File: src/rtl/rsa_keyparam_gen.sv
// rsa_keyparam_gen: RSA key-parameter generator.
// Draws primes p and q from a small prime ROM. The ROM index comes from a
// seedable Galois LFSR. A draw with p == q is redrawn. The generator then
// forms n = p*q and totient = (p-1)*(q-1) with a shift-add multiplier.
// It draws e from the same ROM until gcd(e, totient) == 1 and e < totient.
// Ports:
//   clk, rst_n          clock, asynchronous active-low reset
//   seed_load, seed     load the LFSR; a zero seed selects 16'hACE1
//   start               request one key set (taken in IDLE or FAIL)
//   busy                a key set is being computed
//   valid, ready        result handshake; valid is held until ready
//   error               retry budget exhausted; held until the next start
//   p, q, e, n, totient results; updated only on entry to DONE
// The ROM image is the parameter vector ROM_INIT. Entry i sits at
// ROM_INIT[i*PW +: PW].
module rsa_keyparam_gen #(
  parameter int PW        = 12,
  parameter int DEPTH     = 8,
  parameter int LFSR_W    = 16,
  parameter int MAX_RETRY = 15,
  parameter logic [DEPTH*PW-1:0] ROM_INIT = {12'd31, 12'd37, 12'd41, 12'd43,
                                             12'd47, 12'd59, 12'd53, 12'd61}
) (
  input  logic                clk,
  input  logic                rst_n,
  input  logic                seed_load,
  input  logic [LFSR_W-1:0]   seed,
  input  logic                start,
  output logic                busy,
  output logic                valid,
  input  logic                ready,
  output logic                error,
  output logic [PW-1:0]       p,
  output logic [PW-1:0]       q,
  output logic [2*PW-1:0]     e,
  output logic [2*PW-1:0]     n,
  output logic [2*PW-1:0]     totient
);
  localparam int NW    = 2 * PW;
  localparam int IDX_W = $clog2(DEPTH);
  localparam int RC_W  = $clog2(MAX_RETRY + 1);
  localparam int CNT_W = $clog2(PW) + 1;

  // Galois right-shift masks of maximal-length polynomials (bit k = tap k+1).
  function automatic logic [LFSR_W-1:0] lfsr_taps();
    logic [31:0] t;
    case (LFSR_W)
      2:  t = 32'h3;       3:  t = 32'h6;       4:  t = 32'hC;
      5:  t = 32'h14;      6:  t = 32'h30;      7:  t = 32'h60;
      8:  t = 32'hB8;      9:  t = 32'h110;     10: t = 32'h240;
      11: t = 32'h500;     12: t = 32'h829;     13: t = 32'h100D;
      14: t = 32'h2015;    15: t = 32'h6000;    24: t = 32'hE10000;
      32: t = 32'h80200003;
      default: t = 32'hB400;
    endcase
    return LFSR_W'(t);
  endfunction

  function automatic logic [PW-1:0] rom_word(input logic [IDX_W-1:0] idx);
    return ROM_INIT[idx*PW +: PW];
  endfunction

  localparam logic [LFSR_W-1:0] TAPS     = lfsr_taps();
  localparam logic [LFSR_W-1:0] SEED_DEF = LFSR_W'(16'hACE1);

  typedef enum logic [3:0] {
    IDLE, DRAW_P, DRAW_Q, CHK_PQ, MUL_N, MUL_T, DRAW_E, GCD, DONE, FAIL
  } state_t;

  state_t            state, state_n;
  logic [CNT_W-1:0]  cnt;
  logic [RC_W-1:0]   retry;
  logic [LFSR_W-1:0] lfsr;
  logic [PW-1:0]     rom_q, p_w, q_w, mplier;
  logic [NW-1:0]     acc, mcand, acc_add, e_w, n_w, tot_w, ga, gb;
  logic              twos;
  logic              last_mul, last_draw, gcd_end, gcd_pass, retry_last;
  logic              take, retry_inc, load_out;

  assign acc_add    = acc + (mplier[0] ? mcand : '0);
  assign last_mul   = (cnt == CNT_W'(PW - 1));
  assign last_draw  = (cnt == CNT_W'(1));
  assign gcd_end    = (ga == '0) || (gb == '0);
  // A shared factor of two rules out gcd == 1, so no power-of-two accumulator is needed.
  assign gcd_pass   = !twos && ((ga | gb) == NW'(1)) && (e_w < tot_w);
  assign retry_last = (retry == RC_W'(MAX_RETRY - 1));

  // Control state, retry budget, LFSR and result registers
  always_ff @(posedge clk or negedge rst_n) begin
    if (!rst_n) begin
      state   <= IDLE;
      cnt     <= '0;
      retry   <= '0;
      lfsr    <= SEED_DEF;
      p       <= '0;
      q       <= '0;
      e       <= '0;
      n       <= '0;
      totient <= '0;
    end else begin
      state <= state_n;
      cnt   <= (state_n != state) ? '0 : cnt + CNT_W'(1);
      if (take)           retry <= '0;
      else if (retry_inc) retry <= retry + RC_W'(1);
      if (seed_load)      lfsr <= (seed == '0) ? SEED_DEF : seed;
      else                lfsr <= {1'b0, lfsr[LFSR_W-1:1]} ^ (lfsr[0] ? TAPS : '0);
      if (load_out) begin
        p       <= p_w;
        q       <= q_w;
        e       <= e_w;
        n       <= n_w;
        totient <= tot_w;
      end
    end
  end

  always_comb begin
    state_n = state;
    case (state)
      IDLE:    if (start) state_n = DRAW_P;
      DRAW_P:  if (last_draw) state_n = DRAW_Q;
      DRAW_Q:  if (last_draw) state_n = CHK_PQ;
      CHK_PQ:  if (p_w == q_w) state_n = retry_last ? FAIL : DRAW_Q;
               else            state_n = MUL_N;
      MUL_N:   if (last_mul) state_n = MUL_T;
      MUL_T:   if (last_mul) state_n = DRAW_E;
      DRAW_E:  if (last_draw) state_n = GCD;
      GCD:     if (gcd_end) begin
                 if (gcd_pass) state_n = DONE;
                 else          state_n = retry_last ? FAIL : DRAW_E;
               end
      DONE:    if (ready) state_n = IDLE;
      FAIL:    if (start) state_n = DRAW_P;
      default: state_n = IDLE;
    endcase
  end

  always_comb begin
    busy      = !(state inside {IDLE, DONE, FAIL});
    valid     = (state == DONE);
    error     = (state == FAIL);
    take      = start && (state == IDLE || state == FAIL);
    retry_inc = ((state == CHK_PQ) && (p_w == q_w)) ||
                ((state == GCD) && gcd_end && !gcd_pass);
    load_out  = (state == GCD) && gcd_end && gcd_pass;
  end

  // Working datapath: ROM read, multiplier, binary gcd (no reset needed)
  always_ff @(posedge clk) begin
    rom_q <= rom_word(lfsr[IDX_W-1:0]);
    case (state)
      DRAW_P: if (last_draw) p_w <= rom_q;
      DRAW_Q: if (last_draw) q_w <= rom_q;
      CHK_PQ: begin
        acc    <= '0;
        mcand  <= NW'(p_w);
        mplier <= q_w;
      end
      MUL_N, MUL_T: begin
        acc    <= acc_add;
        mcand  <= mcand << 1;
        mplier <= mplier >> 1;
        if (last_mul) begin
          if (state == MUL_N) begin
            n_w    <= acc_add;
            acc    <= '0;
            mcand  <= NW'(p_w - PW'(1));
            mplier <= q_w - PW'(1);
          end else begin
            tot_w  <= acc_add;
          end
        end
      end
      DRAW_E: if (last_draw) begin
        e_w  <= NW'(rom_q);
        ga   <= NW'(rom_q);
        gb   <= tot_w;
        twos <= 1'b0;
      end
      GCD: if (!gcd_end) begin
        if (!ga[0] && !gb[0]) begin
          ga   <= ga >> 1;
          gb   <= gb >> 1;
          twos <= 1'b1;
        end else if (!ga[0]) begin
          ga <= ga >> 1;
        end else if (!gb[0]) begin
          gb <= gb >> 1;
        end else if (ga >= gb) begin
          ga <= (ga - gb) >> 1;
        end else begin
          gb <= (gb - ga) >> 1;
        end
      end
      default: ;
    endcase
  end

endmodule

File: config.mk
export PLATFORM = sky130hd
export DESIGN_NAME = rsa_keyparam_gen
export DESIGN_NICKNAME = d
export VERILOG_FILES = /design/src/rtl/rsa_keyparam_gen.sv
export SDC_FILE = /design/constraint.sdc
export NUM_CORES = 1
export LEC_CHECK = 0
export ABC_AREA = 1
export BUFFER_PORTS_ARGS = -buffer_cell sky130_fd_sc_hd__buf_2
export CAP_MARGIN = 20
export CORE_MARGIN = 8
export CORE_UTILIZATION = 61
export DETAILED_ROUTE_END_ITERATION = 6
export MAX_ROUTING_LAYER = met4
export PLACE_DENSITY = 0.81
export SYNTH_ARGS = -nofsm -noshare
export SYNTH_HDL_FRONTEND = slang
export SYNTH_SLANG_ARGS = --single-unit
File: constraint.sdc
create_clock -name clk -period 7.4 [get_ports clk]
set_clock_uncertainty 0.2 [all_clocks]
set_input_delay 0.37 -clock clk [delete_from_list [all_inputs] [get_ports clk]]
set_output_delay 0.37 -clock clk [all_outputs]
set_load 0.005 [all_outputs]
* Word level (Yosys, flattened, before mapping) *
Index checks and enable logic that the tools add are counted.

cells by class
  bitwise operators = 3
  $mul = 1
  add/subtract/negate cells = 7
  reductions and logical operators = 36
  shift operators = 1
  magnitude comparators = 2
  multiplexer cells = 47
  eq/ne operators = 22

operator list
  cell                      count
  $mux 24                   17
  $pmux 24 s2               4
  $shiftx 96x8->12 const A  1
  $mux 4                    14
  $logic_not 24->1          2
  $mux 16                   3
  $sub 24x24->24            2
  $pmux 4 s9                1
  $add 24x24->24            1
  $eq 24x1->1 const B       1
  $ge 24x24->1              1
  $lt 12x24->1              1
  $mux 12                   2
  $or 24x24->24             1
  $pmux 12 s2               1
  $eq 4x3->1 const B        4
  $logic_not 16->1          1
  $xor 15x16->16            1
  $sub 12x1->13 const B     1
  $eq 12x12->1              1
  $eq 4x4->1 const B        3
  $sub 12x1->12 const B     1
  $reduce_and 5->1          2
  $reduce_and 3->1          3
  other kinds (27)          50

storage, ports and cells
  logic and storage cells = 142
  register bits = 318
  bits of input ports = 21
  output and inout port bits = 99

* Logic depth before layout (Yosys ltp) *
  word-level depth = 9
  mapped depth = 20
  mapped depth without buffers = 20

* Least setup slack after synthesis *
Ideal clock, no wire load.

  path type = reg-to-reg
  start point = register state[3]
  end point = register acc[0] (enable)
  buffers on the path = 0
  setup time = 0.561 ns
  path slack = 1.756 ns
  clock period less this slack = 5.644 ns
  stages on the path, launching flop included = 4
  required time = 6.639 ns
  arrival = 4.883 ns
  path through = dfrtp_1 inv_2 nand2_1 o21ai_0

on the way
  cells in the longest elaborated chain, start to end = 3
  elaborated cells on any way between the ends = 5
  those cells by class = 3 x eq/ne; 2 x reduce/logical

RTL lines
  element                                 RTL line  source
  from (decl)                             70        state_t state, state_n;
  from (signal assigned)                  101       state <= state_n;
  $eq 4x3->1                              151       case (state)
  $reduce_or 2->1                         151
  $reduce_bool 2->1 (no source line) (*)  n/a
  to (signal assigned)                    155       acc <= '0;
  to (signal assigned)                    160       acc <= acc_add;
  to (signal assigned)                    166       acc <= '0;
  to (decl)                               75        logic [NW-1:0] acc, mcand, acc_add, e_w, n_w, tot_w, ga, gb;

Every way passes the cells marked *; elsewhere a longest branch is shown, timed or not.
A chain may end at the register's enable or synchronous reset.

* Final worst setup path *
  start point = register ga[16]
  end point = register ga[18], data pin

on the way
  cells in the longest elaborated chain, start to end = 7

RTL lines
  element                 RTL line  source
  from (decl)             75
  from (signal assigned)  176       ga <= NW'(rom_q);
  from (signal assigned)  182       ga <= ga >> 1;
  from (signal assigned)  186       ga <= ga >> 1;
  $sub 24x24->24          190       ga <= (ga - gb) >> 1;
  $mux 24                 189       end else if (ga >= gb) begin
  $mux 24                 187       end else if (!gb[0]) begin
  $mux 24                 185       end else if (!ga[0]) begin
  $mux 24                 181       if (!ga[0] && !gb[0]) begin
  $mux 24                 180       GCD: if (!gcd_end) begin
  $pmux 24 s2             151

Every way passes these cells. The select of a mux whose other input is x is not followed.

==> metrics <==
final period utilization=0.470; deepest clock path buffer count=3; most common cell after layout, fill and taps aside=nand2_1; Slew @ Worst Pin=~0.99 ns; largest net degree at the start of global routing=73; Max-cap violations=0; CP Max Fanout=21; status=completed; DR vias=13030; pre-CTS WS=about 3.7 ns; Synth async-reset ratio=0.346; final setup vio count=0; sequential cell area fraction in the yosys report=0.481; Residual DRC=0; clock-pin slew on the worst setup and hold paths=0.06 ns; hold endpoint=state[3]$_DFF_PN0_; routability cong.=around 1.0; Synth Register Bits=about 270; RSZ-0062 raised after global routing=no; largest family of logic cells by synthesized area=simple AND/OR/NAND/NOR gates; xor/xnor share of the synthesized area=0.0300; Vias/cell=approximately 5.7; hold path cells=6; Initial Util=0.613; Hold Slack=slightly below 0.1 ns; Post-synth EDFFs=around 170; Routed WL=between 40 and 50 mm; first-pass GRT wire length=between 60 and 70 mm; beginning of the critical path=ga[16]$_SDFFCE_PN0P_; post-route cell area=approximately 0.018 mm2; worst vdd ir=roughly 0.32 mV; critical path class=register to register; Power Dens Cells=367 mW/mm2; Final nets=about 2100; average cell area after synthesis=8.61 um2; minimum clock period=between 3 and 4 ns; R2R depth=11; post-synthesis adder-cell area fraction=0.0864; First-pass DRT Iterations=5; leakage power=just under 9 nW; simple-gate share of the synthesized area=0.194; Startpoint Class=register; Routed wire per std cell=18.9 um; vias in the first global route=12900; GRT Resource Usage Total=0.287; die height=about 180 um; DP Area=0.0164 mm2; final hold vios=0; Die Area=0.0312 mm2; Area Growth Syn to Fin=12.3%; clock insertion delay at the later pin of the skew report=0.54 ns; layout cells sized above 1=0.103; Max Slew Vio Count=0; hold_sp=ready; Max Freq=between 200 and 300 MHz; yosys warns=0; Die Wd=177 um; Final TNS setup=0 ns; GR Overflow Total=0; H-tree Lvls=1; hpwl dp=between 30 and 40 mm; mux contribution to synthesized area=0.00349; CP required=7.57 ns; Top Ports=120; Initial DRC Count=1342; commonest non-fill, non-tap cells in the layout=nand2_1, inv_1, nor2_1; Worst Path Arrival=approximately 3.6 ns; RR Startpoint=ga[16]$_SDFFCE_PN0P_; IO Port Bufs=roughly 90; initial antenna violation count=1; CTS root buffer=clkbuf_16; r2r endpoint=ga[18]$_SDFFCE_PN0P_; CTS tree=done; Gate Count Post-Synth=~1800; post-synthesis cell area=0.0158 mm2; ANT nets after route=0; Final Util=0.689; Compound-Gate Fraction of Synth Area=0.105; clk sinks=approximately 270; Rows=around 60; R2R setup slack=about 3.9 ns; Yosys cell types=52; crit end category=register; top_reg_cell synth=edfxtp_1; Num CTS Buffers=28; type of the most critical hold path=input port to register; Fillers=2006; Slew headroom=0.337; worst setup margin=a little under 4 ns; core box area=approximately 0.026 mm2
## Yosys cell counts, types with 4 or more instances
library cell  number  area (um2)
mux2_2             4        45.0
nor2_1           184         691
buf_2             14        70.1
dfxtp_1            5         100
dfrtp_1           85        2130
ha_1             104        1300
a31oi_1            5        31.3
buf_6              6        67.6
nand2_1          405        1520
edfxtp_1         171        5130
o22ai_1           15        93.8
inv_1            287        1080
or2_2              7        43.8
inv_2             12        45.0
nor4_1             5        31.3
o21ai_1           47         235
a21oi_1          106         531
buf_4             34         255
dfstp_2            8         210
o21ai_0           64         320
xor2_1            41         359
a22oi_1           28         210
nand4_1           15        93.8
clkbuf_1          15        56.3
nor3_1            10        50.1
o21bai_1          11        82.6
xnor2_1           13         114
nand3_1           81         405
## cells by family after synthesis
group | after synthesis
adder cells (fa/ha/maj) | 107
multiplexers | 5
XOR/XNOR | 54
other | 1
buffers and inverters | 370
AO/OA/AOI/OAI | 294
AND/OR/NAND/NOR | 731
flip-flops | 269
## what timing repair did
item,in CTS,in global routing
endpoints found under the hold margin,54,0
buffers inserted,0,0
gates resized for setup,0,0
hold buffers,30,0
## registers in the layout, summed over array words and instances, names as in the netlist, 6 cells and up
name and cells:
lfsr 16, mplier 12, mcand 24, tot_w 24
acc 24, n_w 24, ga 23, n 24
p 6, totient 24, gb 24
## per-layer routing
layer / share of wire / vias up / GRT usage
li1: - / 6129 / -
met1: 0.40 / 6206 / 0.348
met2: 0.49 / 564 / 0.481
met3: 0.073 / 131 / 0.0435
met4: 0.040 / 0 / 0.105
met5: 0 / - / -
## stage by stage
stage | cells | power (mW)
after floorplan | 1861 | 4.26
after global placement | 2220 | 4.89
after detailed placement | 2221 | 4.95
after CTS | 2303 | 6.44
after global routing | 2305 | 6.90
final | 2305 | 6.48
## worst max path at each step
stage	to	cells past startpoint	slack, ns
after floorplan	acc[0]$_SDFFCE_PP0P_	3	1.76
after global placement	gb[14]$_DFFE_PP_	9	3.85
after detailed placement	gb[15]$_DFFE_PP_	9	3.72
after CTS	gb[3]$_DFFE_PP_	9	3.71
after global routing	ga[18]$_SDFFCE_PN0P_	12	3.60
final	ga[18]$_SDFFCE_PN0P_	11	3.93
## report_power, final
group | switching [mW] | internal (mW)
combinational | 1.85 | 0.848
clock | 0.600 | 0.859
sequential | 0.174 | 2.15
## worst max-delay path: stages, from the launching register on
cell      delay, ns
edfxtp_1       0.41
inv_1          0.11
ha_1           0.42
nor2_1         0.27
nand2_1        0.12
nor2_1         0.28
nand4_1        0.16
nand4_2        0.19
nand2_1        0.61
inv_1          0.26
o21ai_0        0.12
o22ai_1        0.15
## area by class of cell
type	instances	area [um2]	share of cell area
inverters	299	1120	0.0634
diodes	1	2.50	0.000141
clock buffers	39	867	0.0490
well taps	335	419	0.0237
repair buffers	127	848	0.0480
clock inverters	13	108	0.00608
multi-input cells	1222	6750	0.382
flip-flops and latches	269	7570	0.428
No activity file was read; power rests on OpenSTA's default activity.
